File: src/rtl/instr_fetch_unit.sv
// instr_fetch_unit: fetch stage feeding the single-cycle datapath.
//
// Holds the fetch PC, issues one outstanding request at a time to the instruction memory
// over a req/ack handshake of variable latency, and buffers returned words in a small
// prefetch FIFO. PC redirects flush the FIFO; an in-flight request at redirect time is
// completed and its data dropped (DRAIN state).
//
// Ports:
//   clk, rst_n         clock, asynchronous active-low reset
//   imem_req/addr      fetch request and address (registered, held until imem_ack)
//   imem_ack/rdata     memory response
//   in_instruction     FIFO head word (combinational, 0 when empty)
//   ready              FIFO not empty (combinational)
//   advance            datapath consumes the head word
//   redirect/_pc       one-cycle PC redirect pulse and target
//   halt               level, blocks new requests only
//   pc_out             address of the head word, or fetch PC when empty (registered)
//
// Optional: define IFU_PERF_COUNTERS_EN to add perf_fetch_cnt / perf_stall_cnt outputs.
module instr_fetch_unit #(
    parameter int unsigned        ADDR_W     = 8,
    parameter int unsigned        DATA_W     = 16,
    parameter int unsigned        FIFO_DEPTH = 2,
    parameter logic [ADDR_W-1:0]  RESET_PC   = '0
) (
    input  logic              clk,
    input  logic              rst_n,
    output logic              imem_req,
    output logic [ADDR_W-1:0] imem_addr,
    input  logic              imem_ack,
    input  logic [DATA_W-1:0] imem_rdata,
    output logic [DATA_W-1:0] in_instruction,
    output logic              ready,
    input  logic              advance,
    input  logic              redirect,
    input  logic [ADDR_W-1:0] redirect_pc,
    input  logic              halt,
`ifdef IFU_PERF_COUNTERS_EN
    output logic [15:0]       perf_fetch_cnt,
    output logic [15:0]       perf_stall_cnt,
`endif
    output logic [ADDR_W-1:0] pc_out
);

    localparam int unsigned PTR_W = (FIFO_DEPTH > 1) ? $clog2(FIFO_DEPTH) : 1;
    localparam int unsigned CNT_W = PTR_W + 1;
    localparam logic [CNT_W-1:0] DEPTH_C = CNT_W'(FIFO_DEPTH);

    typedef enum logic [1:0] {StIdle, StWait, StDrain} state_e;

    state_e            state_q, state_d;
    logic [ADDR_W-1:0] fetch_pc_q, fetch_pc_d;
    logic              req_q, req_d;
    logic [ADDR_W-1:0] addr_q, addr_d;
    logic [ADDR_W-1:0] pc_out_q, pc_out_d;
    logic [PTR_W-1:0]  rd_ptr_q, rd_ptr_d, wr_ptr_q, wr_ptr_d, rd_next;
    logic [CNT_W-1:0]  count_q, count_d, count_after;

    logic [DATA_W-1:0] data_mem [FIFO_DEPTH];
    logic [ADDR_W-1:0] pc_mem   [FIFO_DEPTH];

    logic push, pop, space;

    assign ready          = (count_q != '0);
    assign in_instruction = ready ? data_mem[rd_ptr_q] : '0;
    assign imem_req       = req_q;
    assign imem_addr      = addr_q;
    assign pc_out         = pc_out_q;

    // Redirect wins over both a returning word and a consume in the same cycle.
    assign push        = (state_q == StWait) && imem_ack && !redirect;
    assign pop         = advance && ready && !redirect;
    assign count_after = count_q + CNT_W'(push) - CNT_W'(pop);
    assign space       = (count_after < DEPTH_C);
    assign rd_next     = rd_ptr_q + 1'b1;

    // Fetch FSM and PC.
    always_comb begin
        state_d    = state_q;
        req_d      = req_q;
        addr_d     = addr_q;
        fetch_pc_d = fetch_pc_q;
        if (push) fetch_pc_d = fetch_pc_q + 1'b1;
        if (redirect) fetch_pc_d = redirect_pc;
        unique case (state_q)
            StIdle: begin
                if (!halt && !redirect && (count_q < DEPTH_C)) begin
                    state_d = StWait;
                    req_d   = 1'b1;
                    addr_d  = fetch_pc_q;
                end
            end
            StWait: begin
                if (imem_ack) begin
                    if (!redirect && !halt && space) begin
                        // Back-to-back: keep req high with the next address.
                        req_d  = 1'b1;
                        addr_d = fetch_pc_d;
                    end else begin
                        state_d = StIdle;
                        req_d   = 1'b0;
                    end
                end else if (redirect) begin
                    // Request must still complete; its data is dropped in DRAIN.
                    state_d = StDrain;
                end
            end
            StDrain: begin
                if (imem_ack) begin
                    state_d = StIdle;
                    req_d   = 1'b0;
                end
            end
            default: begin
                state_d = StIdle;
                req_d   = 1'b0;
            end
        endcase
    end

    // FIFO pointers and the registered head-PC.
    always_comb begin
        rd_ptr_d = rd_ptr_q;
        wr_ptr_d = wr_ptr_q;
        count_d  = count_q;
        if (redirect) begin
            rd_ptr_d = '0;
            wr_ptr_d = '0;
            count_d  = '0;
        end else begin
            if (push) wr_ptr_d = wr_ptr_q + 1'b1;
            if (pop)  rd_ptr_d = rd_next;
            count_d = count_after;
        end

        // Predict the head entry after this edge so pc_out can be a register.
        if (count_d == '0) begin
            pc_out_d = fetch_pc_d;
        end else if (pop) begin
            pc_out_d = (count_q > CNT_W'(1)) ? pc_mem[rd_next] : addr_q;
        end else begin
            pc_out_d = (count_q == '0) ? addr_q : pc_mem[rd_ptr_q];
        end
    end

    always_ff @(posedge clk or negedge rst_n) begin
        if (!rst_n) begin
            state_q    <= StIdle;
            fetch_pc_q <= RESET_PC;
            req_q      <= 1'b0;
            addr_q     <= RESET_PC;
            pc_out_q   <= RESET_PC;
            rd_ptr_q   <= '0;
            wr_ptr_q   <= '0;
            count_q    <= '0;
        end else begin
            state_q    <= state_d;
            fetch_pc_q <= fetch_pc_d;
            req_q      <= req_d;
            addr_q     <= addr_d;
            pc_out_q   <= pc_out_d;
            rd_ptr_q   <= rd_ptr_d;
            wr_ptr_q   <= wr_ptr_d;
            count_q    <= count_d;
        end
    end

    // Storage needs no reset: reads are masked by count.
    always_ff @(posedge clk) begin
        if (push) begin
            data_mem[wr_ptr_q] <= imem_rdata;
            pc_mem[wr_ptr_q]   <= addr_q;
        end
    end

`ifdef IFU_PERF_COUNTERS_EN
    logic [15:0] fetch_cnt_q, stall_cnt_q;
    assign perf_fetch_cnt = fetch_cnt_q;
    assign perf_stall_cnt = stall_cnt_q;

    always_ff @(posedge clk or negedge rst_n) begin
        if (!rst_n) begin
            fetch_cnt_q <= '0;
            stall_cnt_q <= '0;
        end else begin
            if (push && (fetch_cnt_q != 16'hFFFF)) fetch_cnt_q <= fetch_cnt_q + 16'd1;
            if (!ready && !halt && (stall_cnt_q != 16'hFFFF)) begin
                stall_cnt_q <= stall_cnt_q + 16'd1;
            end
        end
    end
`endif

endmodule

File: config.mk
export PLATFORM = sky130hd
export DESIGN_NAME = instr_fetch_unit
export DESIGN_NICKNAME = d
export VERILOG_FILES = /design/src/rtl/instr_fetch_unit.sv
export SDC_FILE = /design/constraint.sdc
export NUM_CORES = 1
export LEC_CHECK = 0
export ABC_AREA = 1
export BUFFER_PORTS_ARGS = -buffer_cell sky130_fd_sc_hd__buf_2
export CAP_MARGIN = 20
export CORE_ASPECT_RATIO = 1.75
export CORE_MARGIN = 5
export CORE_UTILIZATION = 30
export DETAILED_ROUTE_END_ITERATION = 7
export PLACE_DENSITY_LB_ADDON = 0.2
export SLEW_MARGIN = 10
export SYNTH_ARGS = -nofsm -noshare
export SYNTH_HDL_FRONTEND = slang
export SYNTH_SLANG_ARGS = --single-unit
export TNS_END_PERCENT = 30
File: constraint.sdc
create_clock -name clk -period 2.87 [get_ports clk]
set_input_delay 0.4305 -clock clk [delete_from_list [all_inputs] [get_ports clk]]
set_output_delay 0.4305 -clock clk [all_outputs]
set_load 0.03 [all_outputs]
## Yosys cells after proc, flatten, opt, wreduce, memory -nomap -nowiden

Memories as Yosys holds them, arrays and structs flattened.
Index checks and enable logic that the tools add are counted.

- Register bits: 31
- Latch bits: 0
- RAM bits: 48
- Bits in read-only memories: 0
- Bits of input ports: 30
- Memories: 2

- Add/subtract/negate cells: 5
- Multipliers: 0
- Div/mod/pow operators: 0
- $lt $le $gt $ge: 3
- Eq/ne operators: 8
- Shift operators: 0
- Muxes and demuxes: 29
- Bitwise operators: 0
- Reduce and logical (&&, ||, !) cells: 19

Memories:

| name | depth | width | read ports | clocked after memory_dff | wr ports | line | text |
|---|---|---|---|---|---|---|---|
| data_mem | 2 | 16 | 1 | 0 | 1 | 59 | `logic [DATA_W-1:0] data_mem [FIFO_DEPTH];` |
| pc_mem | 2 | 8 | 2 | 0 | 1 | 60 | `logic [ADDR_W-1:0] pc_mem [FIFO_DEPTH];` |

Operators with widths:

| operator | count |
|---|---|
| 8-bit two-way mux | 9 |
| 16-bit two-way mux | 1 |
| 8-bit case mux with 2 select lines | 1 |
| 2-bit two-way mux | 6 |
| 1-bit two-way mux | 10 |
| 8-bit by 1-bit adder with 8-bit output (second input constant) | 1 |
| 4-bit AND reduction | 2 |
| 2-bit nonzero test | 4 |
| 1-bit logical AND | 7 |
| 2-bit zero test | 3 |
| 2-bit != test (second input constant) | 3 |
| 3-bit != test (second input constant) | 2 |
| 2-bit case mux with 3 select lines | 1 |
| 2-bit < comparator (second input constant) | 2 |
| 1-bit case mux with 3 select lines | 1 |
| 3-bit AND reduction | 1 |
| 1-bit adder (second input constant) | 2 |
| 2-bit by 1-bit adder with 2-bit output | 1 |
| 2-bit by 1-bit == test with 1-bit output (second input constant) | 1 |
| 2-bit == test (second input constant) | 1 |
| 2-bit by 1-bit greater-than comparator with 1-bit output (second input constant) | 1 |
| 1-bit zero test | 2 |
| 2-bit by 1-bit != test with 1-bit output (second input constant) | 1 |
| 2-bit by 1-bit subtractor with 2-bit output | 1 |

## Depth between registers and ports, before layout

- Word-level depth: 10
- Gate-level depth with buffers: 14

## Worst setup path before layout

OpenSTA, ideal clock, no wires.

- Path type: input port to flip-flop
- From: input port redirect
- To: memory data_mem[0][0] (enable)
- Setup time: 0.406 ns
- Arrival: 1.903 ns
- Data required time: 2.464 ns
- Path slack: 0.561 ns
- Stages on the path: 4
- Path through: buf_6 -> inv_1 -> nand3_4 -> nor2_1

- Longest elaborated chain between the ends: 4

RTL lines:

| element | line | text |
|---|---|---|
| start: declaration | 35 | `input logic redirect,` |
| 1-bit zero test | 71 | `assign push = (state_q == StWait) && imem_ack && !redirect;` |
| 1-bit logical AND | 71 |  |
| 1-bit two-way mux | 170 | `if (push) begin` |
| 1-bit two-way mux (not written as such) | 171 | `data_mem[wr_ptr_q] <= imem_rdata;` |
| end: declaration | 59 |  |

No other way between the ends.

## Worst setup path in the final report

- From: register state_q[0]
- To: register pc_out_q[3], in the netlist pc_out[3]

- Longest elaborated chain between the ends: 8
- Elaborated cells between the ends (all ways): 10
- Those cells by class: 2 x add/sub; 1 x eq/ne; 4 x mux; 3 x reduce/logical

RTL lines:

| element | line | text |
|---|---|---|
| start: declaration | 51 | `state_e state_q, state_d;` |
| start signal: assignment | 148 | `state_q <= StIdle;` |
| start signal: assignment | 157 | `state_q <= state_d;` |
| 2-bit by 1-bit == test with 1-bit output (*) | 71 |  |
| 1-bit logical AND (*) (2 in series) | 71 |  |
| 2-bit by 1-bit adder with 2-bit output | 73 | `assign count_after = count_q + CNT_W'(push) - CNT_W'(pop);` |
| 2-bit by 1-bit subtractor with 2-bit output | 73 |  |
| 2-bit two-way mux | 126 | `if (redirect) begin` |
| 2-bit zero test | 137 | `if (count_d == '0) begin` |
| 8-bit two-way mux (*) | 137 |  |
| named net pc_out_d[3] | 55 | `logic [ADDR_W-1:0] pc_out_q, pc_out_d;` |
| end signal: assignment | 161 | `pc_out_q <= pc_out_d;` |
| end: declaration | 55 |  |

The timed path passes the listed nets; every way through them passes the cells marked *.
A chain may end at the register's enable or synchronous reset.

==> results.md <==
* Vias post-DR at 2891
* Setup Viol. Count Final at 0
* FILL cells at 1258
* Fin Clk Skew at 9.21 ps
* Minimum clock period at 2340 ps
* Register Area at 0.00222 sq mm
* Die ar. at 0.0149 sq mm
* Slew @ Worst Pin at around 740 ps
* Final ANT Viol Nets at 0
* PnR worst setup slack at 535 ps
* Core area at 0.0124 sq mm
* Arrival time worst endpoint at 2540 ps
* Commonest cells post-synth: nand2_1 (112), edfxtp_1 (48), dfrtp_1 (31), inv_1 (31), o21ai_0 (27)
* Share of cells above drive strength 1 at 0.238
* CTS HTree Levels at 3
* Top post-synthesis cells by area: edfxtp_1 (38%), dfrtp_1 (21%), nand2_1 (11%)
* Setup_tns at 0 ps
* RSZ-0062 raised after global routing: false
* Syn Nets at approximately 420
* Slew HR at 0.504
* Fin. max-slew vios at 0
* Worst vdd ir at 321 uV
* Count leader, synth: nand2_1
* Root Buffer: clkbuf_16
* Vias in the first global route at 3071
* GRT Util Overall at 0.136
* Crit path max fanout at 15
* Vias per std cell at 4.59
* Chip Width at 94.5 um
* Final Net Count at 489
* CP Launch Type: flop
* Core Rows at 54
* Port Buffers at 63
* Yosys warns at 0
* XOR/XNOR Fraction of Synth Area at 0.00233
* Initial antenna violation count at 0
* Cell taking the most area after synthesis: edfxtp_1
* First-pass DRT Iterations at 4
* Final wirelength at around 9500 um
* Fin crit share at 0.814
* LEAKAGE at 2.01 nW
* Drt drc at 0
* Cells after synthesis at slightly below 400
* P&R area growth vs syn at 21.0%
* Synth Area in Simple Gates at 0.215
* Max cap viols at 0
* Worst-path clk slew at 60 ps
* Die height at 158 um
* Number of hold buffers added after CTS at 0
* Adder-cell share of the synthesized area at 0.00667
* FF+latch count, synth at 79
* Mean Syn Cell Area at 9.62 sq um
* Area occupied by multi-input gates at 0.00133 sq mm
* Clock sink count at 79
* Dpl ws at around 450 ps
* Final Hold Viols at 0
* CTS Buf Count at 9
* Top cell type's share of synthesized area at 0.384
* Post-synthesis mux area share at 0
* Final Util at 0.367
* IO Count at 64
* Largest family of logic cells by synthesized area: simple AND/OR/NAND/NOR gates
* Mapped cell area at 0.00375 sq mm
* Total gr overflow at 0
* Inserted Diodes at 0
* Ys flop type: edfxtp_1
* Post-synthesis cell type count at 40
* P per Cell Area at 900 mW/mm^2
* Worst Setup End Kind: flop
* Synth Area in Compound Gates at 0.129
* Avg WL per Cell at ~15 um
* Post-synth ARST share at 0.392
* Outcome: completed
* GPL Wtd Cong at 0.907
* Worst setup path class: reg2reg
* CTS tree: done
* Post-CTS Repair Setup Buffers at 0
* Initial Utilization at 0.303
* Largest net degree at the start of global routing at 37
* Clock Latency Late Sink at around 320 ps
* Initial DRC Count at between 200 and 250
* Dpl hpwl at 7010 um
* Seq/Total Area, Yosys at 0.591
* Clock Path Buffers at 2
* Fmax at 428 MHz
* Cts repair resizes at 0
* CP Data Required Time at 3070 ps
* Worst min-delay path class: in2async
* First-pass GRT wire length at approximately 15000 um
* EDFF count, synth at 48
cell usage in the layout (no fill, tap or decap), types with 2 or more instances in the layout:
master and count:
nor2_2 3, and2_1 2, o211ai_1 6, o21ai_0 27, inv_1 31, nand4_1 3
nor2_4 2, inv_2 3, a21oi_1 25, clkbuf_1 2, inv_4 2, nand3_1 18
ha_1 2, nand2_2 4, nand2_1 112, buf_2 63, buf_4 8, o211ai_2 2
clkbuf_16 9, dfrtp_1 31, nand3_4 3, o221ai_1 5, edfxtp_1 48, a31oi_1 2
or2_2 2, o22ai_1 5, nor2_1 22, o21ai_1 3, clkinv_2 3
metrics by stage:
stage | cells | power, mW | hold WS, ps | instance area, sq um
after floorplan | 390 | 2.64 | 135 | 3750
after global placement | 614 | 3.10 | 506 | 4280
after detailed placement | 614 | 3.12 | 497 | 4280
after CTS | 630 | 4.17 | 180 | 4540
after global routing | 630 | 4.37 | 228 | 4540
final | 630 | 4.09 | 168 | 4540
critical path: stages, from the launching register on:
cell and delay [ps]:
dfrtp_1 510, inv_2 120, nor2_8 220, nand3_4 140
o21ai_0 180, ha_1 180, xnor2_1 190, inv_1 90
nand2_2 120, nand2_1 70, nand2_2 80, nand2_4 110
o211ai_1 120, nand2_1 90
cell type report:
class	instances	share of cell area
clock buffers	12	0.0543
clock inverters	4	0.00441
inverters	36	0.0306
multi-input cells	260	0.294
flip-flops and latches	79	0.488
well taps	168	0.0463
repair buffers	71	0.0826
power breakdown:
part | switching [mW] | internal (mW)
Clock | 0.414 | 0.604
Sequential | 0.158 | 1.44
Combinational | 1.03 | 0.442
Total | 1.60 | 2.48
cells by family after synthesis:
kind of cell / count (synthesis)
compound gates: 80
xor+xnor: 1
fa+ha+maj: 2
buf+inv: 51
flops: 79
simple gates: 177
routing by layer:
| layer | up-vias | wire [um] | share of wire | global-route usage |
|---|---|---|---|---|
| li1 | 1461 | - | - | - |
| met2 | 79 | 5310 | 0.56 | 0.256 |
| met4 | 0 | 319 | 0.034 | 0.0791 |
| met3 | 19 | 392 | 0.041 | 0.0262 |
| met5 | - | 0 | 0 | 0 |
| met1 | 1332 | 3480 | 0.37 | 0.137 |
registers in the layout, indices dropped and copies added, names as in the netlist:
signal and flops:
count_q 2, pc_mem 16, rd_ptr_q 1, fetch_pc_q 8, wr_ptr_q 1, data_mem 32
pc_out 8, imem_req 1, state_q 2, imem_addr 8
path summary, 6_finish.rpt:
path | startpoint | end | slack (ps) | cells after the start
hold / removal | rst_n | wr_ptr_q | 170 | 1
min in group clk | imem_rdata[3] | data_mem[0][3] | 290 | 1
max in group asynchronous | rst_n | pc_out[6] | 2220 | 1
setup reg to reg | state_q[0] | pc_out[3] | 530 | 13
hold reg to reg | imem_addr[0] | pc_mem[1][0] | 500 | 0
setup / recovery | state_q[0] | pc_out[3] | 530 | 13
No activity file was read; power rests on OpenSTA's default activity.
